`src/rtl/alu_regfile_datapath.sv`:
```
// Execution datapath: 16x16 register file, ALU and status flags.
// Optional macro REG0_ZERO_EN makes R0 a hardwired zero register.
module alu_regfile_datapath #(
    parameter int          DATA_W  = 16,
    parameter int          NREGS   = 16,
    parameter logic [15:0] RST_VAL = 16'h0000
) (
    input  logic              clk,
    input  logic              rst,
    input  logic [NREGS-1:0]  regEnable,
    input  logic              flagEn,
    input  logic              RorI,
    input  logic [7:0]        opcode,
    input  logic [3:0]        Rsrc,
    input  logic [3:0]        Rdest,
    input  logic [DATA_W-1:0] imm,
    output logic [DATA_W-1:0] aluOut,
    output logic [4:0]        flags,
    output logic [DATA_W-1:0] r15,
    input  logic [3:0]        dbgSel,
    output logic [DATA_W-1:0] dbgData
);

    typedef enum logic [3:0] {
        OP_NONE, OP_ADD, OP_ADDU, OP_ADDC, OP_SUB, OP_SUBC, OP_CMP,
        OP_AND, OP_OR, OP_XOR, OP_MOV, OP_MUL, OP_LSH, OP_ASHU
    } op_e;

`ifdef REG0_ZERO_EN
    localparam int FIRST_WR = 1;
`else
    localparam int FIRST_WR = 0;
`endif

    logic [DATA_W-1:0] regs [NREGS];

    function automatic logic [DATA_W-1:0] rd(input logic [3:0] idx);
`ifdef REG0_ZERO_EN
        if (idx == 4'd0) return '0;
`endif
        return regs[idx];
    endfunction

    op_e               op;
    logic [DATA_W-1:0] a, b, res;
    logic [DATA_W:0]   sum, dif;
    logic              cin, sub_cin;
    logic [4:0]        amt, namt;
    logic [DATA_W-1:0] shl, lsr, asr;
    logic              fn, fz, ff, fl, fc;

    // Full opcode wins; otherwise the upper nibble names an immediate form
    always_comb begin
        op = OP_NONE;
        case (opcode)
            8'h05: op = OP_ADD;
            8'h06: op = OP_ADDU;
            8'h07: op = OP_ADDC;
            8'h09: op = OP_SUB;
            8'h0A: op = OP_SUBC;
            8'h0B: op = OP_CMP;
            8'h01: op = OP_AND;
            8'h02: op = OP_OR;
            8'h03: op = OP_XOR;
            8'h0D: op = OP_MOV;
            8'h0E: op = OP_MUL;
            8'h88, 8'h80, 8'h81: op = OP_LSH;
            8'h8F, 8'h82, 8'h83: op = OP_ASHU;
            default: begin
                case (opcode[7:4])
                    4'h5: op = OP_ADD;
                    4'h6: op = OP_ADDU;
                    4'h7: op = OP_ADDC;
                    4'h9: op = OP_SUB;
                    4'hA: op = OP_SUBC;
                    4'hB: op = OP_CMP;
                    4'h1: op = OP_AND;
                    4'h2: op = OP_OR;
                    4'h3: op = OP_XOR;
                    4'hD: op = OP_MOV;
                    4'hE: op = OP_MUL;
                    default: op = OP_NONE;
                endcase
            end
        endcase
    end

    assign a = rd(Rdest);
    assign b = RorI ? imm : rd(Rsrc);

    assign cin     = (op == OP_ADDC) && flags[0];
    assign sub_cin = (op == OP_SUBC) && flags[0];

    // Subtraction as A + ~B + 1 - cin; carry-out is the inverted borrow
    assign sum = {1'b0, a} + {1'b0, b} + {{DATA_W{1'b0}}, cin};
    assign dif = {1'b0, a} + {1'b0, ~b} + {{DATA_W{1'b0}}, ~sub_cin};

    assign amt  = b[4:0];
    assign namt = 5'd0 - amt;
    assign shl  = a << amt[3:0];
    assign lsr  = a >> namt;
    assign asr  = DATA_W'($signed(a) >>> namt);

    always_comb begin
        res = '0;
        fc  = 1'b0;
        ff  = 1'b0;
        fl  = 1'b0;
        case (op)
            OP_ADD, OP_ADDC: begin
                res = sum[DATA_W-1:0];
                fc  = sum[DATA_W];
                ff  = sum[DATA_W] ^ sum[DATA_W-1] ^ a[DATA_W-1] ^ b[DATA_W-1];
            end
            OP_ADDU: begin
                res = sum[DATA_W-1:0];
                fc  = sum[DATA_W];
            end
            OP_SUB, OP_SUBC, OP_CMP: begin
                res = dif[DATA_W-1:0];
                fc  = ~dif[DATA_W];
                ff  = dif[DATA_W] ^ dif[DATA_W-1] ^ a[DATA_W-1] ^ ~b[DATA_W-1];
                fl  = a < b;
            end
            OP_AND:  res = a & b;
            OP_OR:   res = a | b;
            OP_XOR:  res = a ^ b;
            OP_MOV:  res = b;
            OP_MUL:  res = a * b;
            OP_LSH:  res = amt[4] ? lsr : shl;
            OP_ASHU: res = amt[4] ? asr : shl;
            default: res = '0;
        endcase
    end

    assign fz = (res == '0);
    assign fn = (op == OP_CMP) ? ($signed(a) < $signed(b)) : res[DATA_W-1];

    assign aluOut  = res;
    assign r15     = rd(4'd15);
    assign dbgData = rd(dbgSel);

    always_ff @(posedge clk or posedge rst) begin
        if (rst) begin
            for (int i = 0; i < NREGS; i++)
                regs[i] <= (i < FIRST_WR) ? '0 : RST_VAL;
            flags <= '0;
        end else begin
            if (op != OP_NONE && op != OP_CMP) begin
                for (int i = FIRST_WR; i < NREGS; i++)
                    if (regEnable[i]) regs[i] <= res;
            end
            if (flagEn && op != OP_NONE)
                flags <= {fn, fz, ff, fl, fc};
        end
    end

endmodule

```
`config.mk`:
```
export PLATFORM = sky130hd
export DESIGN_NAME = alu_regfile_datapath
export DESIGN_NICKNAME = d
export VERILOG_FILES = /design/src/rtl/alu_regfile_datapath.sv
export SDC_FILE = /design/constraint.sdc
export NUM_CORES = 1
export LEC_CHECK = 0
export ABC_AREA = 1
export BUFFER_PORTS_ARGS = -buffer_cell sky130_fd_sc_hd__buf_4
export CORE_ASPECT_RATIO = 0.9
export CORE_MARGIN = 2
export CORE_UTILIZATION = 40
export CTS_CLUSTER_SIZE = 10
export DETAILED_ROUTE_END_ITERATION = 7
export MAX_ROUTING_LAYER = met4
export PLACE_DENSITY_LB_ADDON = 0.3
export SETUP_SLACK_MARGIN = 0.02
export SYNTH_ARGS = -nofsm -noshare
export SYNTH_HDL_FRONTEND = slang
export SYNTH_SLANG_ARGS = --single-unit
```
`constraint.sdc`:
```
create_clock -name clk -period 25.6 [get_ports clk]
set_input_delay 3.84 -clock clk [delete_from_list [all_inputs] [get_ports clk]]
set_output_delay 3.84 -clock clk [all_outputs]
set_load 0.03 [all_outputs]
```
# Word-level counts from Yosys, hierarchy flattened
# Memory sizes are Yosys's and may differ from the RTL's.
# Index checks and enable logic that the tools add are counted.
[totals]
reg_bits = 261
latchBits = 0
mem_bits_rw = 0
romBits = 64
in_bits = 56
output_inout_bits = 53
elab_cells = 124
memories = 1
[classes]
n_addsub = 5
multipliers = 1
div = 0
order_cmp = 5
eq_ne = 31
shift = 3
mux = 18
n_bitwise = 16
n_reduce_logical = 27
[memory_table]
columns = ["name", "depth", "width", "rd", "rd_clocked_by_memory_dff", "wr", "line", "source"]
rows = [
  ["(name not given)", 16, 4, 1, 0, 0, "70", "case (opcode[7:4])"],
]
[ops]
columns = ["op", "count"]
rows = [
  ["binary-select mux 16 bit (select 4 bit)", 3],
  ["two-way mux 16 bit", 9],
  ["case mux 16 bit (9 select lines)", 1],
  ["case mux 4 bit (13 select lines)", 1],
  ["equality test 8 bit, second input constant", 6],
  ["equality test 8 x 4 -> 1 bit, second input constant", 5],
  ["adder 16 x 16 -> 17 bit", 2],
  ["adder 17 x 1 -> 17 bit", 2],
  ["< comparator 16 bit", 2],
  ["AND reduction 2 bit", 16],
  ["equality test 4 bit, second input constant", 6],
  ["equality test 8 x 3 -> 1 bit, second input constant", 3],
  ["AND 16 bit", 1],
  ["equality test 4 x 3 -> 1 bit, second input constant", 4],
  ["equality test 8 x 2 -> 1 bit, second input constant", 2],
  ["zero test 16 bit", 1],
  ["multiplier 16 x 16 -> 16 bit", 1],
  ["NOT 16 bit", 1],
  ["OR 16 bit", 1],
  ["<< shifter 16 x 4 -> 16 bit", 1],
  ["right shift 16 x 5 -> 16 bit", 1],
  [">>> shifter 16 x 5 -> 16 bit", 1],
  ["bitwise XOR 16 bit", 1],
  [">= comparator 5 bit, second input constant", 3],
  ["other kinds (14)", 32],
]

# Logic depth before layout (Yosys ltp)
[logic_depth]
ltp_word = 12
depth_mapped = 48
ltp_nobuf = 43

# Least setup slack after synthesis
# No wires, ideal clock.
[synth_timing]
kind = "input to output"
start = "input Rsrc[0]"
end = "output aluOut[14]"
t_arrival_ns = 10.294
required_ns = 21.760
setup_slack_ns = 11.466
path_stages = 43
path_buffers = 6
cell_sequence = "buf_6 > inv_4 > buf_6 > buf_6 > nand2_1 > nand3_1 > nand3_1 > nand2_1 > nand2_1 > nand2_1 > nand2_1 > o21ai_2 > buf_2 > buf_1 > ha_1 > fa_1 > inv_1 > fa_1 > [7 not listed] > fa_1 > inv_1 > ha_1 > nand2_1 > nor3_1 > a21oi_1 > nor2_1 > nand2_1 > o21ai_0 > xor2_1 > nor2_1 > nor3_1 > nand2_1 > inv_1 > nand2_1 > nor2_2 > clkbuf_1 > inv_1"
[synth_between]
elab_chain_cells = 9
elab_cells_between_ends = 21
cone_classes = "add/sub (5); mul (1); shift (3); mux (7); bitwise (5)"
[synth_lines]
columns = ["element", "line", "source"]
rows = [
  ["start, declared", "14", "input logic [3:0] Rsrc,"],
  ["NOT 4 -> 5 bit (implied by the code) *", "41", "return regs[idx];"],
  ["binary-select mux 16 bit (select 4 bit) *", "41", ""],
  ["two-way mux 16 bit (implied by the code) * (2 in series)", "41", ""],
  ["two-way mux 16 bit *", "89", "assign b = RorI ? imm : rd(Rsrc);"],
  ["parallel branches: the longest is 3 deep, another holds multiplier 16 x 16 -> 16 bit", "--", ""],
  ["case mux 16 bit (9 select lines) *", "109", "case (op)"],
  ["end, declared", "17", "output logic [DATA_W-1:0] aluOut,"],
]
# Mark *: on every way between the ends. The select of a mux whose other input is x is not followed.

# Final worst setup path
# Ends and elaborated chain as after synthesis.

==> impl_metrics.env <==
export IMPL_status="finished clean"
export IMPL_min_to="regs[150]"
export IMPL_crit_path_end_kind="output port"
export IMPL_antenna_found_initial=1
export IMPL_synth_area_leaders="dfrtp_1 25%, nand2_1 17%, o21ai_0 9.6%"
export IMPL_path_clk_slew_ns=0.06
export IMPL_postSynthAreaPerCell_um2=6.45
export IMPL_wl_um=104000
export IMPL_worst_path_max_fanout=74
export IMPL_grt_pass1_wl_um=157000
export IMPL_postCtsHoldBufs=0
export IMPL_async_flop_share_pct=100
export IMPL_vias_per_cell=5.81
export IMPL_die_height_um=246
export IMPL_syn_inst=4042
export IMPL_period_share_pct=64.0
export IMPL_min_delay_start="regs[150]"
export IMPL_syn_cell_area_mm2=0.0261
export IMPL_yosysSeqAreaShare_pct=25.0
export IMPL_worstMarginPinSlew_ns=1.06
export IMPL_cts_resized=0
export IMPL_r2r_slack_ns=17.39
export IMPL_min_period_ns=16.39
export IMPL_place_congestion=1.05
export IMPL_nets=4212
export IMPL_ys_types=61
export IMPL_cpMostUsedCell="nand2_1"
export IMPL_ant_nets=0
export IMPL_path_class="in -> out"
export IMPL_synth_top_area_share_pct=25.0
export IMPL_pre_cts_slack_ns=9.48
export IMPL_slowest_delay_ns=0.74
export IMPL_slew_violations=0
export IMPL_rr_worst_depth=41
export IMPL_route_detailed_drc=0
export IMPL_cts_root_buf="clkbuf_16"
export IMPL_r2r_start="r15[1]"
export IMPL_clkLatencyLatePin_ns=0.59
export IMPL_slew_headroom_pct=29.3
export IMPL_io_pin_count=109
export IMPL_drive_gt1_share_pct=8.00
export IMPL_rsz0062_at_grt="false"
export IMPL_drt_first_pass_iters=6
export IMPL_min_path_cells=2
export IMPL_finalHoldViolCount=0
export IMPL_synth_seq_cells=261
export IMPL_area_growth_pct=6.50
export IMPL_cts_setup_buffers=0
export IMPL_max_vdd_ir_drop_uv=124
export IMPL_slowest_stage="buf_4"
export IMPL_num_antenna_cells=0
export IMPL_die_w_um=273
export IMPL_tns_ns=0
export IMPL_fin_ws_ns=9.21
export IMPL_max_freq_mhz=61.0
export IMPL_fin_worst_skew_ns=0.0115
export IMPL_synthFlopType="dfrtp_1"
export IMPL_hold_class="reg -> reg"
export IMPL_grt_max_degree=102
export IMPL_synth_nets=4286
export IMPL_arrival_ns=12.55
export IMPL_synth_edf_count=0
export IMPL_cts_tree="built"
export IMPL_htree_levels=1
export IMPL_grt_pass1_vias=25000
export IMPL_start_util_pct=40.6
export IMPL_port_buffers=108
export IMPL_fin_cells=4828
export IMPL_grt_overflow_total=0
export IMPL_required_ns=21.76
export IMPL_setup_violations_final=0
export IMPL_grt_util_all_layers_pct=31.3
export IMPL_dp_cells=4791
export IMPL_die_area_mm2=0.0673
export IMPL_yosys_warnings=0
export IMPL_worstSetupStartpointType="primary input"
export IMPL_num_vias=28100
export IMPL_drt_iter0_drc=4183
export IMPL_clockBufferDepth=3
export IMPL_r2r_end="flags[3]"
export IMPL_leakage_nw=13.6
export IMPL_wl_per_cell_um=21.6
export IMPL_clock_sinks=261
export IMPL_yosysTopAreaCell="dfrtp_1"
export IMPL_maxCapViolations=0
export IMPL_rows=88
export IMPL_cts_buffers=30
export IMPL_dp_hpwl_um=70700
export IMPL_p_per_area_mw_per_mm2=132
export IMPL_core_mm2=0.0643
-- worst max-delay path: cells and delay by family --
| kind | cells | cell delay (ns) |
|---|---|---|
| buf+inv | 12 | 2.94 |
| compound gates | 3 | 0.47 |
| fa+ha+maj | 8 | 2.97 |
| simple gates | 15 | 2.02 |
| xor+xnor | 1 | 0.19 |
-- metal layers --
layer  part of all wire, %  GRT usage, %
met5                     0             -
met2                    42          44.5
met1                    43          45.4
met4                   3.3          9.10
met3                    11          4.85
-- where the power goes --
group / switching [mW] / total (mW) / internal (mW)
Combinational: 1.64 / 2.50 / 0.855
Clock: 0.180 / 0.401 / 0.221
Sequential: 0.174 / 0.768 / 0.593
Total: 1.99 / 3.66 / 1.67
-- layout make-up --
class                   count  area (µm²)
inverters                 438        1660
clock buffers              37         828
repair buffers            162        1220
well taps                 855        1070
multi-input cells        3075       16500
fillers                  6856       36500
flip-flops and latches    261        6530
-- worst max-delay path by stage --
stage | to | slack [ns] | depth (start not counted) | start
2_1_floorplan | aluOut[14] | 11.47 | 43 | Rsrc[0]
3_3_place_gp | aluOut[14] | 9.59 | 41 | Rsrc[0]
3_5_place_dp | aluOut[14] | 9.48 | 41 | Rsrc[0]
4_1_cts | aluOut[14] | 9.43 | 41 | Rsrc[0]
5_1_grt | aluOut[14] | 8.83 | 39 | Rsrc[0]
6_report | aluOut[14] | 9.21 | 39 | Rsrc[0]
-- stage by stage --
stage / hold WS (ns) / utilization, % / power [mW] / area (µm²)
after floorplan: 0.453 / - / 2.49 / 26100
after global placement: 0.469 / 41.9 / 3.15 / 27000
after detailed placement: 0.477 / 41.9 / 3.19 / 27000
after CTS: 0.493 / 43.2 / 3.61 / 27800
after global routing: 0.530 / 43.2 / 3.98 / 27800
final: 0.492 / 43.2 / 3.66 / 27800
-- logic make-up after synthesis --
| family | share of synthesized area (%) |
|---|---|
| fa+ha+maj | 11.4 |
| simple gates | 31.1 |
| buf+inv | 11.8 |
| xor+xnor | 0.974 |
| mux | 0.307 |
| flops | 25.0 |
| compound gates | 19.3 |
-- flip-flops by register name, indices dropped and copies added (netlist names) --
register  cells
flags         5
r15          16
regs        240
-- synthesized netlist by cell type (11+ instances only) --
cell type / instances
a21oi_1: 266
buf_1: 12
buf_2: 70
buf_4: 39
buf_6: 24
clkbuf_1: 120
dfrtp_1: 261
fa_1: 83
ha_1: 105
inv_1: 407
inv_2: 22
nand2_1: 1163
nand2_2: 26
nand3_1: 438
nand4_1: 13
nor2_1: 201
nor2_2: 13
nor3_1: 11
o211ai_1: 59
o21ai_0: 498
o21ai_1: 26
o21ai_2: 12
o221ai_1: 14
o22ai_1: 26
or2_2: 21
xor2_1: 23
-- cell usage in the layout (no fill, tap or decap), types with 8 or more instances in the layout --
master     instances
mux2i_1            8
o21ai_0          498
clkbuf_16         31
nor2_2            13
ha_1             105
o21ai_1           25
nand3_2            8
nand4_1           13
inv_2             23
or2_2             21
nor2_1           201
nand2_1         1163
nand3_1          438
xor2_1            23
fa_1              83
o211ai_1          59
nand3b_1           8
o21ai_2           13
o22ai_1           26
a21oi_1          266
dfrtp_1          261
nor3_1            11
inv_1            405
nand2_2           26
buf_4            161
o221ai_1          14
Note: power is estimated with default switching activity, not from simulation.
